**src/rtl/store_broadcast_arbiter_if.sv**
```systemverilog
// Store exchange bundle between two rv32i cores and the broadcast arbiter.
// The master drives the core-side store ports. The slave (the arbiter) drives the external write ports.
interface store_broadcast_arbiter_if #(
    parameter int CNT_W = 16
);
    logic             wrenInC0;
    logic [31:0]      addrInC0;
    logic [31:0]      dataInC0;
    logic [2:0]       funct3InC0;
    logic             wrenInC1;
    logic [31:0]      addrInC1;
    logic [31:0]      dataInC1;
    logic [2:0]       funct3InC1;

    logic             wrenOutC0;
    logic [31:0]      addrOutC0;
    logic [31:0]      dataOutC0;
    logic [2:0]       funct3OutC0;
    logic             wrenOutC1;
    logic [31:0]      addrOutC1;
    logic [31:0]      dataOutC1;
    logic [2:0]       funct3OutC1;

    logic             extStall;
    logic [CNT_W-1:0] collisionCount;

    modport master (
        output wrenInC0, addrInC0, dataInC0, funct3InC0,
        output wrenInC1, addrInC1, dataInC1, funct3InC1,
        input  wrenOutC0, addrOutC0, dataOutC0, funct3OutC0,
        input  wrenOutC1, addrOutC1, dataOutC1, funct3OutC1,
        input  extStall, collisionCount
    );

    modport slave (
        input  wrenInC0, addrInC0, dataInC0, funct3InC0,
        input  wrenInC1, addrInC1, dataInC1, funct3InC1,
        output wrenOutC0, addrOutC0, dataOutC0, funct3OutC0,
        output wrenOutC1, addrOutC1, dataOutC1, funct3OutC1,
        output extStall, collisionCount
    );
endinterface

```
**src/rtl/store_broadcast_arbiter.sv**
```systemverilog
// Buffers each core's stores and round-robin broadcasts one per cycle to the other core's write port.
// Latency is 2 edges from push to Out. extStall is raised while either FIFO is full.
module store_broadcast_arbiter #(
    parameter int DEPTH = 2,
    parameter int CNT_W = 16
) (
    input  logic                  clk,
    input  logic                  reset,
    store_broadcast_arbiter_if.slave bus
);
    localparam int PW = (DEPTH > 1) ? $clog2(DEPTH) : 1;
    localparam int CW = $clog2(DEPTH) + 1;

    typedef struct packed {
        logic [31:0] addr;
        logic [31:0] data;
        logic [2:0]  funct3;
    } store_t;

    store_t           mem0 [DEPTH];
    store_t           mem1 [DEPTH];
    logic [PW-1:0]    head0, head1, tail0, tail1;
    logic [CW-1:0]    cnt0, cnt1;
    logic             rr_ptr;
    logic [CNT_W-1:0] coll_cnt;

    store_t           out0, out1;
    logic             wren0, wren1;

    logic full0, full1, vld0, vld1;
    logic grant0, grant1, acc0, acc1;
    store_t in0, in1;

    always_comb begin
        full0  = (cnt0 == CW'(DEPTH));
        full1  = (cnt1 == CW'(DEPTH));
        vld0   = (cnt0 != '0);
        vld1   = (cnt1 != '0);
        grant0 = vld0 & (~vld1 | ~rr_ptr);
        grant1 = vld1 & (~vld0 |  rr_ptr);
        // A full FIFO popping this edge frees its slot in time to take the new store.
        acc0   = bus.wrenInC0 & (~full0 | grant0);
        acc1   = bus.wrenInC1 & (~full1 | grant1);
        in0    = '{addr: bus.addrInC0, data: bus.dataInC0, funct3: bus.funct3InC0};
        in1    = '{addr: bus.addrInC1, data: bus.dataInC1, funct3: bus.funct3InC1};
    end

    always_ff @(posedge clk) begin
        if (acc0) mem0[tail0] <= in0;
        if (acc1) mem1[tail1] <= in1;
    end

    always_ff @(posedge clk) begin
        if (reset) begin
            head0    <= '0;
            head1    <= '0;
            tail0    <= '0;
            tail1    <= '0;
            cnt0     <= '0;
            cnt1     <= '0;
            rr_ptr   <= 1'b0;
            out0     <= '0;
            out1     <= '0;
            wren0    <= 1'b0;
            wren1    <= 1'b0;
            coll_cnt <= '0;
        end else begin
            if (acc0)   tail0 <= tail0 + 1'b1;
            if (acc1)   tail1 <= tail1 + 1'b1;
            if (grant0) head0 <= head0 + 1'b1;
            if (grant1) head1 <= head1 + 1'b1;
            cnt0 <= cnt0 + CW'(acc0) - CW'(grant0);
            cnt1 <= cnt1 + CW'(acc1) - CW'(grant1);

            wren0 <= 1'b0;
            wren1 <= 1'b0;
            if (grant0) begin
                out1   <= mem0[head0];
                wren1  <= 1'b1;
                rr_ptr <= 1'b1;
            end else if (grant1) begin
                out0   <= mem1[head1];
                wren0  <= 1'b1;
                rr_ptr <= 1'b0;
            end

            if (vld0 && vld1 && (coll_cnt != {CNT_W{1'b1}}))
                coll_cnt <= coll_cnt + 1'b1;
        end
    end

    assign bus.wrenOutC0      = wren0;
    assign bus.addrOutC0      = out0.addr;
    assign bus.dataOutC0      = out0.data;
    assign bus.funct3OutC0    = out0.funct3;
    assign bus.wrenOutC1      = wren1;
    assign bus.addrOutC1      = out1.addr;
    assign bus.dataOutC1      = out1.data;
    assign bus.funct3OutC1    = out1.funct3;
    assign bus.extStall       = full0 | full1;
    assign bus.collisionCount = coll_cnt;
endmodule

```
**src/flat_wrapper.sv**
```systemverilog
// flat-port wrapper written by rule: the top's interface ports become plain ports
module store_broadcast_arbiter_flat 
#(
    parameter int DEPTH = 2,
    parameter int CNT_W = 16
)
  (clk, reset, bus_wrenInC0, bus_addrInC0, bus_dataInC0, bus_funct3InC0, bus_wrenInC1, bus_addrInC1, bus_dataInC1, bus_funct3InC1, bus_wrenOutC0, bus_addrOutC0, bus_dataOutC0, bus_funct3OutC0, bus_wrenOutC1, bus_addrOutC1, bus_dataOutC1, bus_funct3OutC1, bus_extStall, bus_collisionCount);
  store_broadcast_arbiter_if #(.CNT_W(CNT_W)) bus_i ();
  input  logic clk;
  input  logic reset;
  input wire logic [$bits(bus_i.wrenInC0)-1:0] bus_wrenInC0;
  input wire logic [$bits(bus_i.addrInC0)-1:0] bus_addrInC0;
  input wire logic [$bits(bus_i.dataInC0)-1:0] bus_dataInC0;
  input wire logic [$bits(bus_i.funct3InC0)-1:0] bus_funct3InC0;
  input wire logic [$bits(bus_i.wrenInC1)-1:0] bus_wrenInC1;
  input wire logic [$bits(bus_i.addrInC1)-1:0] bus_addrInC1;
  input wire logic [$bits(bus_i.dataInC1)-1:0] bus_dataInC1;
  input wire logic [$bits(bus_i.funct3InC1)-1:0] bus_funct3InC1;
  output wire logic [$bits(bus_i.wrenOutC0)-1:0] bus_wrenOutC0;
  output wire logic [$bits(bus_i.addrOutC0)-1:0] bus_addrOutC0;
  output wire logic [$bits(bus_i.dataOutC0)-1:0] bus_dataOutC0;
  output wire logic [$bits(bus_i.funct3OutC0)-1:0] bus_funct3OutC0;
  output wire logic [$bits(bus_i.wrenOutC1)-1:0] bus_wrenOutC1;
  output wire logic [$bits(bus_i.addrOutC1)-1:0] bus_addrOutC1;
  output wire logic [$bits(bus_i.dataOutC1)-1:0] bus_dataOutC1;
  output wire logic [$bits(bus_i.funct3OutC1)-1:0] bus_funct3OutC1;
  output wire logic [$bits(bus_i.extStall)-1:0] bus_extStall;
  output wire logic [$bits(bus_i.collisionCount)-1:0] bus_collisionCount;
  assign bus_i.wrenInC0 = bus_wrenInC0;
  assign bus_i.addrInC0 = bus_addrInC0;
  assign bus_i.dataInC0 = bus_dataInC0;
  assign bus_i.funct3InC0 = bus_funct3InC0;
  assign bus_i.wrenInC1 = bus_wrenInC1;
  assign bus_i.addrInC1 = bus_addrInC1;
  assign bus_i.dataInC1 = bus_dataInC1;
  assign bus_i.funct3InC1 = bus_funct3InC1;
  assign bus_wrenOutC0 = bus_i.wrenOutC0;
  assign bus_addrOutC0 = bus_i.addrOutC0;
  assign bus_dataOutC0 = bus_i.dataOutC0;
  assign bus_funct3OutC0 = bus_i.funct3OutC0;
  assign bus_wrenOutC1 = bus_i.wrenOutC1;
  assign bus_addrOutC1 = bus_i.addrOutC1;
  assign bus_dataOutC1 = bus_i.dataOutC1;
  assign bus_funct3OutC1 = bus_i.funct3OutC1;
  assign bus_extStall = bus_i.extStall;
  assign bus_collisionCount = bus_i.collisionCount;
  store_broadcast_arbiter #(.DEPTH(DEPTH), .CNT_W(CNT_W)) u_core (.clk(clk), .reset(reset), .bus(bus_i));
endmodule
```
**config.mk**
```make
export PLATFORM = sky130hd
export DESIGN_NAME = store_broadcast_arbiter_flat
export DESIGN_NICKNAME = d
export VERILOG_FILES = /design/src/rtl/store_broadcast_arbiter_if.sv /design/src/rtl/store_broadcast_arbiter.sv /design/src/flat_wrapper.sv
export SDC_FILE = /design/constraint.sdc
export NUM_CORES = 1
export LEC_CHECK = 0
export BUFFER_PORTS_ARGS = -buffer_cell sky130_fd_sc_hd__buf_2
export CAP_MARGIN = 10
export CORE_MARGIN = 1
export CORE_UTILIZATION = 35
export CTS_CLUSTER_DIAMETER = 40
export DETAILED_ROUTE_END_ITERATION = 8
export HOLD_SLACK_MARGIN = 0.15
export PLACE_DENSITY_LB_ADDON = 0.08
export SLEW_MARGIN = 10
export SYNTH_ARGS = -nofsm -noshare
export SYNTH_HDL_FRONTEND = slang
export SYNTH_SLANG_ARGS = --single-unit
```
**constraint.sdc**
```tcl
create_clock -name clk -period 4.5 [get_ports clk]
set_clock_uncertainty 0.2 [all_clocks]
set_input_delay 0.9 -clock clk [delete_from_list [all_inputs] [get_ports clk]]
set_output_delay 0.9 -clock clk [all_outputs]
set_load 0.01 [all_outputs]
```
==> flow_summary.toml, run 1 <==
[cts]
post_cts_buffers = 0
insertion_delay_ns = 0.58
cts.repair.resized = 0
hold_buffers = 0
clk_path_buf_depth = 3
clkSlewWorstSetupHoldPaths_ns = 0.05
cts_num_sinks = 429
htree_levels = 3
cts_tree = "built"
cts_buffers = 69
root_buffer = "clkbuf_16"

[job]
maxCapViolCount = 0

[timing]
post-route-min-period_ns = 2.62
final.period_utilization_pct = 58.2
timing.final.ws_setup_ns = 1.88
rsz0062_at_grt = "false"
timing.fmax_mhz = 382
hold_viol = 0
tns_ns = 0
final-max-slew-violation-count = 0
tightest_slew_ns = 1.03
slew_headroom_pct = 31.6
setup_violations = 0

[placement]
dpl_worst_slack_ns = 1.69
portBuffers = 290
gp_congestion = 0.774
placedCellCount = 1847
place_hpwl_um = 20000

[critical_path]
start_kind = "register"
worstReg2RegStart = "u_core.bus.collisionCount[0]$_SDFFE_PP0P_"
arrival_ns = 1.52
worstSetupPathType = "reg -> out"
cp.required_ns = 3.40
r2r_end = "u_core.bus.collisionCount[15]$_SDFFE_PP0P_"
worst_setup_path_end_kind = "primary output"
worstPathMaxFanout = 10
r2r_slack_ns = 1.94
reg2reg_depth = 5

[drt]
wl_met2_um = 16800
antenna_left = 0
wl_met1_um = 14000
drt_iter0_markers = 487
num_vias = 9151
drt_wl_total_um = 33700
wl_met3_um = 2070
drcViolationCount = 0
highest_layer = "met5"
drt-vias-per-instance = 4.63
wl_per_cell_um = 17.0
detailedRoute.firstPassIterationCount = 4

[global_routing]
grt-ovfl-total = 0
grt_start_max_net_pins = 96
grt_pass1_wl_um = 50900
antenna_found_initial = 6
grtUsageTotal_pct = 15.1
grt_pass1_vias = 8822

[power]
vdd_drop_max_mv = 0.344
cellInternalPower_mw = 8.61
p_sw_mw = 2.50
p_clk_share_pct = 50.1
switching_share_pct = 22.5
power.density_nw_per_um2 = 561
p_leak_nw = 7.43
p_total_mw = 11.1
p_seq_share_pct = 41.7
p_comb_share_pct = 8.2

[logic_synthesis]
ys_seq_elements = 429
yosysWarnings = 0
synth_top_area_share_pct = 52.5
synth-async-reset-ratio_pct = 0
synthTopCellsByCount = "edfxtp_1 (268), dfxtp_1 (161), nor2_1 (151)"
synth_nets = 1172
ys_seq_area_share_pct = 73.5
ys_types = 49
ys.flop_type = "edfxtp_1"
syn_area_um2 = 15300
avgSynthCellArea_um2 = 14.8
yosys.area.top_type = "edfxtp_1"
synth_cells = 1033
synthMostInstantiatedCell = "edfxtp_1"
synth_edf_count = 268
synth.area.top_cells = "edfxtp_1 (52%), dfxtp_1 (21%), mux2i_1 (8.8%)"

[layout]
nets = 1472
n_fill_cell = 3946
layout.cells.non_filler = 1978
drive_gt1_share_pct = 31.0
syn_to_final_growth_pct = 29.2

[hold_path]
hp-class = "reg -> reg"
min_from = "u_core.bus.addrOutC0[6]$_SDFFE_PP0P_"
holdPathStages = 2
whs_endpoint = "u_core.bus.addrOutC0[6]$_SDFFE_PP0P_"

[floorplan]
io_pins = 291
initial_utilization_pct = 35.5
coreArea_um2 = 43200
rows = 76
die_area_um2 = 44700
die_x_um = 211
dieHeight_um = 211

[run_status]
status = "finished, final reports clean"
[metal layers]
| metal | track usage (%) | vias to the layer above |
|---|---|---|
| met2 | 25.3 | 203 |
| met5 | 0 | - |
| met1 | 17.7 | 4337 |
| met3 | 5.49 | 67 |
| met4 | 5.67 | 8 |
| li1 | - | 4536 |
[layout by cell type (no fill, tap or decap), drive strengths merged, types with 11 or more instances in the layout]
| cell | netlist | final |
|---|---|---|
| mux2i | 135 | 135 |
| a21oi | 14 | 14 |
| nor2 | 152 | 152 |
| dfxtp | 161 | 161 |
| a211oi | 137 | 137 |
| clkinv | 0 | 16 |
| inv | 6 | 11 |
| edfxtp | 268 | 268 |
| bufinv | 0 | 12 |
| buf | 47 | 301 |
| clkbuf | 25 | 89 |
[layout make-up]
type	instances	area [um2]	share of cell area, %
inverter	6	22.5	0.114
antenna	3	7.51	0.0379
multi-input combinational	526	3690	18.6
timing repair buffer	301	1590	8.03
sequential	429	11300	56.9
clock inverter	39	549	2.77
clock buffer	89	1940	9.78
tap	585	732	3.70
[kinds of logic after synthesis]
group / count (synthesis) / share of synthesized area (%)
AOI/OAI and AO/OA: 179 / 8.51
xor gates and xnor gates: 6 / 0.343
adders and majority gates: 1 / 0.0816
buffers and inverters: 78 / 2.67
DFF: 429 / 73.5
muxes: 137 / 8.96
and+or+nand+nor: 203 / 5.94
[per-stage QoR]
stage	hold slack, ns	utilization [%]	cell area (um2)
2_1_floorplan	0.291	-	15300
3_3_place_gp	0.285	40.1	17300
3_5_place_dp	0.289	40.1	17300
4_1_cts	0.249	45.9	19800
5_1_grt	0.263	45.9	19800
6_report	0.293	45.9	19800
[how the worst max path moves through the flow]
stage / from / to / slack, ns / depth (start not counted)
2_1_floorplan: bus_wrenInC1 / u_core.mem1[0][0]$_DFFE_PP_ / -0.28 / 3
3_3_place_gp: bus_wrenInC1 / u_core.mem1[1][59]$_DFFE_PP_ / 1.69 / 4
3_5_place_dp: bus_wrenInC1 / u_core.mem1[0][46]$_DFFE_PP_ / 1.69 / 4
4_1_cts: u_core.cnt0[0]$_SDFF_PP0_ / bus_extStall / 1.83 / 3
5_1_grt: u_core.cnt1[1]$_SDFF_PP0_ / u_core.bus.addrOutC1[30]$_SDFFE_PP0P_ / 1.69 / 5
6_report: u_core.cnt0[0]$_SDFF_PP0_ / bus_extStall / 1.88 / 3
[critical path, stage by stage, from the launching register on]
cell and delay [ns]:
dfxtp_1 0.54, nand2b_1 0.18, nand2_1 0.08, buf_2 0.15
[flip-flops by register name, summed over array words and instances, names as in the netlist, 3 cells and up]
register,count
u_core.bus.dataOutC1,32
u_core.mem0,134
u_core.bus.funct3OutC0,3
u_core.bus.funct3OutC1,3
u_core.mem1,134
u_core.bus.addrOutC1,32
u_core.bus.dataOutC0,32
u_core.bus.addrOutC0,32
u_core.bus.collisionCount,16
[power by group through the flow]
stage | registers [mW] | clock network, mW | logic, mW
2_1_floorplan | 4.73 | 0 | 0.550
3_3_place_gp | 4.70 | 0 | 0.925
3_5_place_dp | 4.71 | 0 | 0.936
4_1_cts | 4.64 | 5.71 | 0.937
5_1_grt | 4.66 | 5.88 | 1.01
6_report | 4.63 | 5.57 | 0.909
(Power assumes the default switching activity.)
==> run 2: changes to the inputs <==
==> constraint.sdc (replaced) <==
create_clock -name clk -period 2.6 [get_ports clk]
set_clock_uncertainty 0.2 [all_clocks]
set_input_delay 0.52 -clock clk [delete_from_list [all_inputs] [get_ports clk]]
set_output_delay 0.52 -clock clk [all_outputs]
set_load 0.01 [all_outputs]
==> flow_summary.toml, run 2 (synthesized netlist as in run 1, its figures left out) <==
[global_routing]
antenna_found_initial = 2
grt_pass1_vias = 9840
grt_start_max_net_pins = 68
grt-ovfl-total = 0
grt_pass1_wl_um = 53500
grtUsageTotal_pct = 15.6

[placement]
place_hpwl_um = 21300
portBuffers = 290
placed_cell_area_um2 = 17600
gp_congestion = 0.756

[layout]
top_regs = "u_core.mem0 (134), u_core.mem1 (134)"
n_fill_cell = 3876
final_area_um2 = 21200
final_common_cell = "buf_2"
syn_to_final_growth_pct = 38.1
drive_gt1_share_pct = 28.9
final_cell_mix = "buf_2 (289), edfxtp_1 (268), dfxtp_1 (159)"
nets = 1626

[critical_path]
start_kind = "register"
r2r_slack_ns = 0.37
worstPathMaxFanout = 11
cp.required_ns = 2.84
path_buf_inv = 0
crit_slowest_cell = "dfxtp_1"
cp_cell_sequence = "o22a_2, nand4_1, nor4_1, mux2_2"
path_delay_family = "simple AND/OR/NAND/NOR gates"
cpPeakStageDelay_ns = 0.53
worstSetupPathType = "reg -> reg"
worst_setup_path_end_kind = "register"
arrival_ns = 2.46

[drt]
drt-vias-per-instance = 4.60
drt_wl_total_um = 34800
drt_iter0_markers = 337
detailedRoute.firstPassIterationCount = 4
drcViolationCount = 0
wl_per_cell_um = 16.3
num_vias = 9784
antenna_left = 0

[floorplan]
die_x_um = 211
initial_utilization_pct = 35.5
dieHeight_um = 211
coreArea_um2 = 43200
rows = 76
io_pins = 291
die_area_um2 = 44700

[power]
vdd_drop_max_mv = 0.590
switching_share_pct = 23.6
p_clk_share_pct = 47.0
p_seq_share_pct = 43.0
power.density_nw_per_um2 = 877
p_sw_mw = 4.39
cellInternalPower_mw = 14.2
p_total_mw = 18.6
p_comb_share_pct = 9.9
p_leak_nw = 8.02

[cts]
cts_num_sinks = 429
clk_path_buf_depth = 3
clkSlewWorstSetupHoldPaths_ns = 0.05
cts_tree = "built"
insertion_delay_ns = 0.56
post_cts_buffers = 0
root_buffer = "clkbuf_16"
htree_levels = 3
cts_buffers = 68
cts.repair.resized = 0

[timing]
timing.fmax_mhz = 449
final.period_utilization_pct = 85.6
finalHoldWorstSlack_ns = 0.215
slew_headroom_pct = 63.2
rsz0062_at_grt = "false"
final-max-slew-violation-count = 0
setup_violations = 0
tightest_slew_ns = 0.548
post-route-min-period_ns = 2.23
hold_viol = 0

[run_status]
status = "finished, final reports clean"

[hold_path]
hp-class = "in -> reg"

[job]
maxCapViolCount = 0
run 2: changes by cell type in the layout (fill, tap and decap cells not counted), moves of 3 or more:
| cell | delta |
|---|---|
| dlygate4sd3_1 | +135 |
| buf_12 | +9 |
| inv_8 | +3 |
| buf_4 | +11 |
| clkbuf_16 | -4 |
| inv_6 | +7 |
| bufinv_16 | -7 |
| clkinvlp_4 | -3 |
run 2: cell type report:
| cell class | count | area (um2) | share of cell area [%] |
|---|---|---|---|
| multi-input combinational | 526 | 3700 | 17.5 |
| clock buffer | 86 | 1840 | 8.69 |
| clock inverter | 38 | 394 | 1.86 |
| tap | 585 | 732 | 3.46 |
| inverter | 6 | 22.5 | 0.106 |
| antenna | 2 | 5.00 | 0.0236 |
| timing repair buffer | 456 | 3200 | 15.1 |
| sequential | 429 | 11300 | 53.3 |
run 2: worst paths after layout:
path | cells past startpoint | startpoint | endpoint
setup / recovery | 4 | u_core.cnt0[1]$_SDFF_PP0_ | u_core.bus.collisionCount[15]$_SDFFE_PP0P_
hold / removal | 2 | reset | u_core.tail0$_SDFFE_PP0P_
hold reg to reg | 2 | u_core.bus.dataOutC1[25]$_SDFFE_PP0P_ | u_core.bus.dataOutC1[25]$_SDFFE_PP0P_
setup reg to reg | 4 | u_core.cnt0[1]$_SDFF_PP0_ | u_core.bus.collisionCount[15]$_SDFFE_PP0P_
run 2: timing repair:
| action | in CTS | in global routing |
|---|---|---|
| hold buffers | 135 | 0 |
| endpoints found under the hold margin | 270 | 0 |
| setup endpoints to repair | 0 | 0 |
run 2: layer usage:
metal  wire length (um)  global-route usage, %  up-vias
met5                  0                      0        -
li1                   -                      -     4856
met3               2040                   4.44       52
met4                796                   6.35        0
met1              14700                   18.3     4653
met2              17300                   26.8      223
run 2: power groups by stage:
stage	logic [mW]	registers, mW	clock network, mW
after floorplan	0.955	8.18	0
after global placement	1.71	8.12	0
after detailed placement	1.73	8.13	0
after CTS	1.90	8.00	8.98
after global routing	2.04	8.04	9.30
final	1.85	7.99	8.74
run 2: per-stage QoR:
step	TNS, ns	worst slack, ns	utilization, %	instances
CTS	0	0.349	49.0	2126
global placement	0	0.423	40.7	1867
finish	0	0.374	49.0	2128
global route	0	0.228	49.0	2127
detailed placement	0	0.361	40.7	1867
floorplan	-93.22	-0.696	-	1033
